File: src/rtl/pipe_id_issue_pkg.sv
`default_nettype none
// ============================================================================
// Module   : pipe_id_issue_pkg
// Brief    : Shared widths, register constants and the E-stage control bundle.
// Revision : 1.0
// ============================================================================
package pipe_id_issue_pkg;

    localparam int RW  = 5;
    localparam int ACW = 4;

    localparam logic [RW-1:0] REG_ZERO = 5'd0;
    localparam logic [RW-1:0] REG_RA   = 5'd31;

    typedef struct packed {
        logic           valid;
        logic           wreg;
        logic           m2reg;
        logic           wmem;
        logic           jal;
        logic           aluimm;
        logic           shift;
        logic [ACW-1:0] aluc;
        logic [RW-1:0]  rn;
    } ectl_t;

    // A bubble writes nothing and carries zeroed fields.
    localparam ectl_t c_ectl_bubble = '0;

    function automatic logic reg_match(input logic we, input logic [RW-1:0] rn,
                                       input logic [RW-1:0] src);
        return we && (rn == src) && (src != REG_ZERO);
    endfunction

endpackage
`default_nettype wire

File: src/rtl/pipe_fwd_sel.sv
`default_nettype none
// ============================================================================
// Module   : pipe_fwd_sel
// Brief    : Youngest-first operand forwarding mux (EXE, MEM, WB, register file).
// Revision : 1.0
// ============================================================================
module pipe_fwd_sel
    import pipe_id_issue_pkg::*;
#(
    parameter int DW = 32
) (
    input  logic [RW-1:0] i_src,
    input  logic [DW-1:0] i_rf,
    input  logic          i_ewreg,
    input  logic          i_em2reg,
    input  logic [RW-1:0] i_ern,
    input  logic [DW-1:0] i_ealu,
    input  logic          i_mwreg,
    input  logic          i_mm2reg,
    input  logic [RW-1:0] i_mrn,
    input  logic [DW-1:0] i_malu,
    input  logic [DW-1:0] i_mmo,
    input  logic          i_wwreg,
    input  logic [RW-1:0] i_wrn,
    input  logic [DW-1:0] i_wdata,
    output logic [DW-1:0] o_data
);

    // A load in EXE has no data yet; the stall lets MEM forwarding pick it up.
    always_comb begin
        o_data = i_rf;
        if (reg_match(i_ewreg, i_ern, i_src) && !i_em2reg) begin
            o_data = i_ealu;
        end else if (reg_match(i_mwreg, i_mrn, i_src)) begin
            o_data = i_mm2reg ? i_mmo : i_malu;
        end else if (reg_match(i_wwreg, i_wrn, i_src)) begin
            o_data = i_wdata;
        end
    end

endmodule
`default_nettype wire

File: src/rtl/pipe_id_issue.sv
`default_nettype none
// ============================================================================
// Module   : pipe_id_issue
// Brief    : ID/EXE register with forwarding, load-use stall and stall counter.
// Revision : 1.0
// ============================================================================
module pipe_id_issue
    import pipe_id_issue_pkg::*;
#(
    parameter int DW = 32,
    parameter int CW = 16
) (
    input  logic          clk,
    input  logic          rst,
    input  logic          dvalid,
    input  logic [DW-1:0] da,
    input  logic [DW-1:0] db,
    input  logic [DW-1:0] dimm,
    input  logic [DW-1:0] dpc4,
    input  logic [4:0]    drs,
    input  logic [4:0]    drt,
    input  logic          duse_rs,
    input  logic          duse_rt,
    input  logic [4:0]    drn,
    input  logic [3:0]    daluc,
    input  logic          daluimm,
    input  logic          dshift,
    input  logic          djal,
    input  logic          dwreg,
    input  logic          dm2reg,
    input  logic          dwmem,
    input  logic          dflush,
    input  logic [DW-1:0] ealu,
    input  logic [4:0]    ern,
    input  logic [DW-1:0] malu,
    input  logic [DW-1:0] mmo,
    input  logic [4:0]    mrn,
    input  logic          mwreg,
    input  logic          mm2reg,
    input  logic [DW-1:0] wdata,
    input  logic [4:0]    wrn,
    input  logic          wwreg,
    output logic [DW-1:0] ea,
    output logic [DW-1:0] eb,
    output logic [DW-1:0] eimm,
    output logic [DW-1:0] epc4,
    output logic [4:0]    ern0,
    output logic [3:0]    ealuc,
    output logic          ealuimm,
    output logic          eshift,
    output logic          ejal,
    output logic          ewreg,
    output logic          em2reg,
    output logic          ewmem,
    output logic          evalid,
    output logic          dstall,
    output logic [CW-1:0] stall_cnt
);

    ectl_t         r_ctl;
    logic [DW-1:0] r_a, r_b, r_imm, r_pc4;
    logic [CW-1:0] r_stall_cnt;

    ectl_t         w_dctl;
    logic [DW-1:0] w_fwd_a, w_fwd_b;
    logic          w_hazard, w_issue;

    pipe_fwd_sel #(.DW(DW)) u_fwd_rs (
        .i_src   (drs),
        .i_rf    (da),
        .i_ewreg (r_ctl.wreg),
        .i_em2reg(r_ctl.m2reg),
        .i_ern   (ern),
        .i_ealu  (ealu),
        .i_mwreg (mwreg),
        .i_mm2reg(mm2reg),
        .i_mrn   (mrn),
        .i_malu  (malu),
        .i_mmo   (mmo),
        .i_wwreg (wwreg),
        .i_wrn   (wrn),
        .i_wdata (wdata),
        .o_data  (w_fwd_a)
    );

    pipe_fwd_sel #(.DW(DW)) u_fwd_rt (
        .i_src   (drt),
        .i_rf    (db),
        .i_ewreg (r_ctl.wreg),
        .i_em2reg(r_ctl.m2reg),
        .i_ern   (ern),
        .i_ealu  (ealu),
        .i_mwreg (mwreg),
        .i_mm2reg(mm2reg),
        .i_mrn   (mrn),
        .i_malu  (malu),
        .i_mmo   (mmo),
        .i_wwreg (wwreg),
        .i_wrn   (wrn),
        .i_wdata (wdata),
        .o_data  (w_fwd_b)
    );

    always_comb begin
        w_hazard = dvalid && r_ctl.m2reg && r_ctl.wreg && (ern != REG_ZERO) &&
                   ((duse_rs && (drs == ern)) || (duse_rt && (drt == ern)));
        w_issue  = dvalid && !dflush && !w_hazard;

        w_dctl        = c_ectl_bubble;
        w_dctl.valid  = 1'b1;
        w_dctl.wreg   = dwreg;
        w_dctl.m2reg  = dm2reg;
        w_dctl.wmem   = dwmem;
        w_dctl.jal    = djal;
        w_dctl.aluimm = daluimm;
        w_dctl.shift  = dshift;
        w_dctl.aluc   = daluc;
        w_dctl.rn     = drn;
    end

    assign dstall = w_hazard && !dflush;

    always_ff @(posedge clk) begin
        if (rst || !w_issue) begin
            r_ctl <= c_ectl_bubble;
            r_a   <= '0;
            r_b   <= '0;
            r_imm <= '0;
            r_pc4 <= '0;
        end else begin
            r_ctl <= w_dctl;
            r_a   <= w_fwd_a;
            r_b   <= w_fwd_b;
            r_imm <= dimm;
            r_pc4 <= dpc4;
        end
    end

    // Saturating count so long-running profiles never alias back to small values.
    always_ff @(posedge clk) begin
        if (rst) begin
            r_stall_cnt <= '0;
        end else if (dstall && (r_stall_cnt != {CW{1'b1}})) begin
            r_stall_cnt <= r_stall_cnt + 1'b1;
        end
    end

    assign ea        = r_a;
    assign eb        = r_b;
    assign eimm      = r_imm;
    assign epc4      = r_pc4;
    assign ern0      = r_ctl.rn;
    assign ealuc     = r_ctl.aluc;
    assign ealuimm   = r_ctl.aluimm;
    assign eshift    = r_ctl.shift;
    assign ejal      = r_ctl.jal;
    assign ewreg     = r_ctl.wreg;
    assign em2reg    = r_ctl.m2reg;
    assign ewmem     = r_ctl.wmem;
    assign evalid    = r_ctl.valid;
    assign stall_cnt = r_stall_cnt;

endmodule
`default_nettype wire

File: config.mk
export PLATFORM = sky130hd
export DESIGN_NAME = pipe_id_issue
export DESIGN_NICKNAME = d
export VERILOG_FILES = /design/src/rtl/pipe_id_issue_pkg.sv /design/src/rtl/pipe_fwd_sel.sv /design/src/rtl/pipe_id_issue.sv
export SDC_FILE = /design/constraint.sdc
export NUM_CORES = 1
export LEC_CHECK = 0
export BUFFER_PORTS_ARGS = -buffer_cell sky130_fd_sc_hd__buf_2
export CAP_MARGIN = 20
export CORE_AREA = 2 2 184 186
export DETAILED_ROUTE_END_ITERATION = 16
export DIE_AREA = 0 0 186 188
export REMOVE_ABC_BUFFERS = 1
export SETUP_SLACK_MARGIN = 0.15
export SLEW_MARGIN = 10
export SYNTH_ARGS = -nofsm -noshare
export SYNTH_HDL_FRONTEND = slang
export SYNTH_SLANG_ARGS = --single-unit
File: constraint.sdc
create_clock -name clk -period 3.61 [get_ports clk]
set_input_delay 0.1805 -clock clk [delete_from_list [all_inputs] [get_ports clk]]
set_output_delay 0.1805 -clock clk [all_outputs]
set_load 0.1 [all_outputs]
**Word level (Yosys, flattened, before mapping)**

Cells that the tools add are included.

- Register bits after elaboration: 160
- Output and inout bits: 161

- $add $sub $neg: 1
- Eq/ne operators: 9
- Multiplexer cells: 8
- Reductions and logical operators: 33

Operators by type and width:

| operator | number |
|---|---|
| $mux 32 | 7 |
| $eq 5x5->1 | 8 |
| $logic_and 1x1->1 | 24 |
| $add 16x1->16 const B | 1 |
| $mux 16 | 1 |
| $ne 16x16->1 const B | 1 |
| $reduce_bool 5->1 | 3 |
| $logic_not 1->1 | 4 |
| $logic_or 1x1->1 | 2 |

**Longest topological paths before layout**

- Word-level depth: 9
- Depth in mapped cells: 8

**By module**

Synthesis repeated with hierarchy kept, for this count alone.

- Cell total of the unflattened synthesis: 794
- Area total of the unflattened synthesis: 8740.9 sq um

Modules (own cells, without submodules):

| module | instances | cells each | area an instance (sq um) | seq. area each (sq um) |
|---|---|---|---|---|
| pipe_id_issue | 1 | 432 | 4997.3 | 3203.1 |
| pipe_fwd_sel | 2 | 181 | 1871.8 | 0.0 |

**Worst setup path before layout**

OpenSTA, ideal clock, no wires.

- Path kind: register -> register
- From: reg r_stall_cnt[0] (netlist: stall_cnt[0])
- To: reg r_stall_cnt[5] (netlist: stall_cnt[5])
- Setup time: 128 ps
- Arrival time: 2479 ps
- Path slack: 1003 ps
- Cell stages (with the launch flop): 9
- Period minus slack after synthesis: 2607 ps
- Cells stage by stage: dfxtp_1 ha_1 and3_1 nand3_1 o311a_1 clkbuf_1 nand3b_1 xor2_1 nor2_1

- Word-level cells in the longest chain between the ends: 2
- Elaborated cells between the ends (all ways): 3
- Those cells by class: add/sub: 1; eq/ne: 1; reduce/logical: 1

Ends and longest elaborated chain:

| item | line | text |
|---|---|---|
| start, declared | pipe_id_issue.sv:62 | `logic [CW-1:0] r_stall_cnt;` |
| start signal, assigned | pipe_id_issue.sv:144 | `r_stall_cnt <= r_stall_cnt + 1'b1;` |
| branches (longest 2 deep; another with $add 16x1->16) | -- |  |

Several ways; the timed one is not identified.
A chain may end at the register's enable or synchronous reset.

**Worst setup path after layout**

- From: reg r_stall_cnt[0] (netlist: stall_cnt[0])
- To: reg r_stall_cnt[13] (netlist: stall_cnt[13])

Same word-level chain as after synthesis.

==> run summary <==
Status -> finished, final reports clean
Antenna-violating nets left -> 0
Worst Setup SP -> stall_cnt[0]
CTS max path bufs -> 2
Synth top area cells -> dfxtp_1, mux2i_1, a211oi_2
Fin Hold WS -> 94.71 ps
Crit path max-delay cell type -> or4_1
Crit path largest cell delay -> 520 ps
Hold Path Origin -> ealu[12]
Critical Path Sink Type -> register
Core area -> 0.03311 mm²
Clock transition at path regs -> 70 ps
Vias in the first global route -> 7775
Layout cells sized above 1 -> 46.03%
Antenna violations before repair -> 6
Crit start category -> register
Row count -> 67
Placed wire-length estimate -> 22.34 mm
Distinct cells, synth -> 37
R2R Path End -> stall_cnt[13]
Post-synth top cells -> dfxtp_1, mux2i_1, and2_1, nand3_1, o21ai_0
Pre-antenna DRT Iters -> 4
Worst Hold Class -> input pin to register
Total number of vias -> 7529
Switching Share -> 31.24%
Final setup vio count -> 0
Non-filler cells, final -> 1698
CP max FO -> 12
Vias per cell -> 4.434
Synthesized instance count -> 718
Root buffer cell -> clkbuf_16
Drt first-iter violations -> 257
Internal -> 0.003021 W
Pin count of the biggest net entering global routing -> 81
Clk_skew -> 7.291 ps
Worst-path cell chain -> ha_1 -> and3_1 -> nand3_1 -> o311a_1 -> nand2_1 -> or4_1 -> a21oi_1
RePlAce Congestion -> 0.9878
Post-synth EDFFs -> 0
Setup TNS -> 0 ps
Clk sinks -> 160
Hold path depth -> 3
Hold Fails Final Rpt -> 0
Starting Density -> 22.00%
Asr flop ratio synth -> 0%
Period minus WS final -> 2325 ps
Setup bufs post-CTS -> 0
Flop pwr share -> 41.5%
Mux cell area share after synthesis -> 13.19%
FF-to-FF path depth -> 7
Die area -> 0.03497 mm²
WP data required -> 3980 ps
Top_reg_cell synth -> dfxtp_1
Post-Route WL -> 30.54 mm
Reg2reg setup slack -> 1280 ps
CTS Hold Bufs -> 79
Max VDD drop -> 0.3159 mV
Final Net Count -> 1542
Clk pwr share -> 38.6%
Area share of the largest cell type after synthesis -> 43.98%
Synthesized area per cell -> 10.14 µm²
Simple-Gate Fraction of Synth Area -> 17.32%
Most frequent cell after synthesis -> dfxtp_1
Fin. max-slew vios -> 0
First-pass GRT wire length -> 44.14 mm
P&R area growth vs syn -> 56.30%
GRT Total Usage -> 16.96%
Mapped cell area -> 0.007283 mm²
Total global routing overflow -> 0
Hold EP -> eb[12]
CTS tree -> yes
Power share of the combinational group -> 19.9%
Drt drc -> 0
Yosys reg bits -> 160
Max-cap viol count -> 0
CTS Buf Count -> 17
Worst slew pin tran -> 695.8 ps
Main combinational cell family by area after synthesis -> simple AND/OR/NAND/NOR gates
Data arrival, critical path -> 2690 ps
Reg2reg start -> stall_cnt[0]
FMAX -> 430.1 MHz
Psw -> 0.001373 W
Max_slew headroom -> 53.61%
Seq/Total Area, Yosys -> 43.98%
Clock latency on the worst-skew pair -> 430 ps
Synth Area in Compound Gates -> 16.01%
# IOs -> 466
Routed WL per cell -> 17.99 µm
PortBufs -> 465
Setup CP Type -> register to register
Fin crit share -> 64.41%
DIE WIDTH -> 186 µm
Static leakage -> 5.153 nW
Fraction of the mapped netlist area in adder cells -> 0.1718%
H-tree levels -> 4
Post_cts resized -> 0
P per Cell Area -> 386.0 mW/mm²
Dpl cells -> 1584
Post-synthesis xor/xnor area fraction -> 5.051%
Yosys warnings -> 0
RSZ-0062 raised after global routing -> false
Synth area leader -> dfxtp_1
Chip Height -> 188 µm
==> routing by layer <==
metal / vias up / GRT usage, % / routed length, µm
met5: - / 0 / 27
li1: 3605 / - / -
met2: 371 / 30.84 / 15340
met1: 3517 / 17.99 / 11790
met3: 32 / 5.962 / 2798
met4: 4 / 5.663 / 587
==> critical path: cells and delay by family, from the launching register on <==
family	cells	cell delay (ps)
flip-flops	1	350
AO/OA/AOI/OAI	2	580
AND/OR/NAND/NOR	4	1110
adder cells (fa/ha/maj)	1	220
==> worst max-delay path by stage <==
stage | cells past startpoint | endpoint | slack, ps
2_1_floorplan | 5 | ea[30] | -1350
3_3_place_gp | 8 | epc4[6] | 800
3_5_place_dp | 8 | epc4[8] | 770
4_1_cts | 8 | epc4[8] | 1240
5_1_grt | 7 | stall_cnt[13] | 1050
6_report | 7 | stall_cnt[13] | 1280
==> state kept, by name, indices dropped and copies added, names as in the netlist, 4 cells and up <==
name,count
ea,32
eb,32
eimm,32
epc4,32
stall_cnt,16
ern0,5
ealuc,4
==> cell usage in the layout, fill, tap and decap left out, types with 3 or more instances in the layout <==
cell type	netlist	final
a211oi_2	60	60
buf_4	0	9
and2_1	80	80
inv_6	0	3
o21ai_0	64	64
nor2_1	18	18
dlygate4sd3_1	0	79
diode_2	0	3
xnor2_1	13	13
and3_1	6	6
nand3_1	77	77
or4_1	4	4
buf_12	0	3
nand2_1	5	5
clkbuf_16	0	17
a21oi_1	4	4
dfxtp_1	160	160
nand4_1	9	9
mux2i_1	96	96
buf_2	20	465
a211oi_1	4	4
clkinv_4	0	3
xor2_1	29	29
nor3_1	5	5
clkinvlp_4	0	3
==> kinds of logic (layout without fill, tap and decap cells) <==
kind of cell               after synthesis  in the layout
buffers and inverters                   60            589
muxes                                   96             96
other                                    0              3
xor gates and xnor gates                42             42
and+or+nand+nor                        222            222
adders and majority gates                1              1
AOI/OAI and AO/OA                      137            137
DFF                                    160            160
==> area by class of cell <==
| cell class | count | area (µm²) |
|---|---|---|
| fillers | 3408 | 21730 |
| multi-input cells | 498 | 3819 |
| repair buffers | 556 | 3246 |
| flip-flops and latches | 160 | 3203 |
| well taps | 448 | 560.5 |
| clock buffers | 20 | 456.7 |
| clock inverters | 10 | 80.08 |
| inverters | 3 | 11.26 |
| diodes | 3 | 7.507 |
==> power groups by stage <==
stage	logic, W	registers (W)	clock network (W)
detailed placement	0.000803	0.00186	0
global route	0.000919	0.00183	0.00183
global placement	0.000796	0.00186	0
floorplan	0.000169	0.00219	0
CTS	0.000870	0.00182	0.00176
finish	0.000874	0.00182	0.00170
==> metrics by stage <==
| step | util [%] | setup slack (ps) | instance area [µm²] | total power, W |
|---|---|---|---|---|
| floorplan | - | -1349 | 6983 | 0.002359 |
| global route | 34.36 | 1048 | 11380 | 0.004575 |
| finish | 34.38 | 1285 | 11380 | 0.004394 |
| global placement | 30.22 | 802.4 | 10010 | 0.002659 |
| CTS | 34.23 | 1240 | 11340 | 0.004454 |
| detailed placement | 30.22 | 767.3 | 10010 | 0.002666 |
Power figures use the tool's default switching activity.
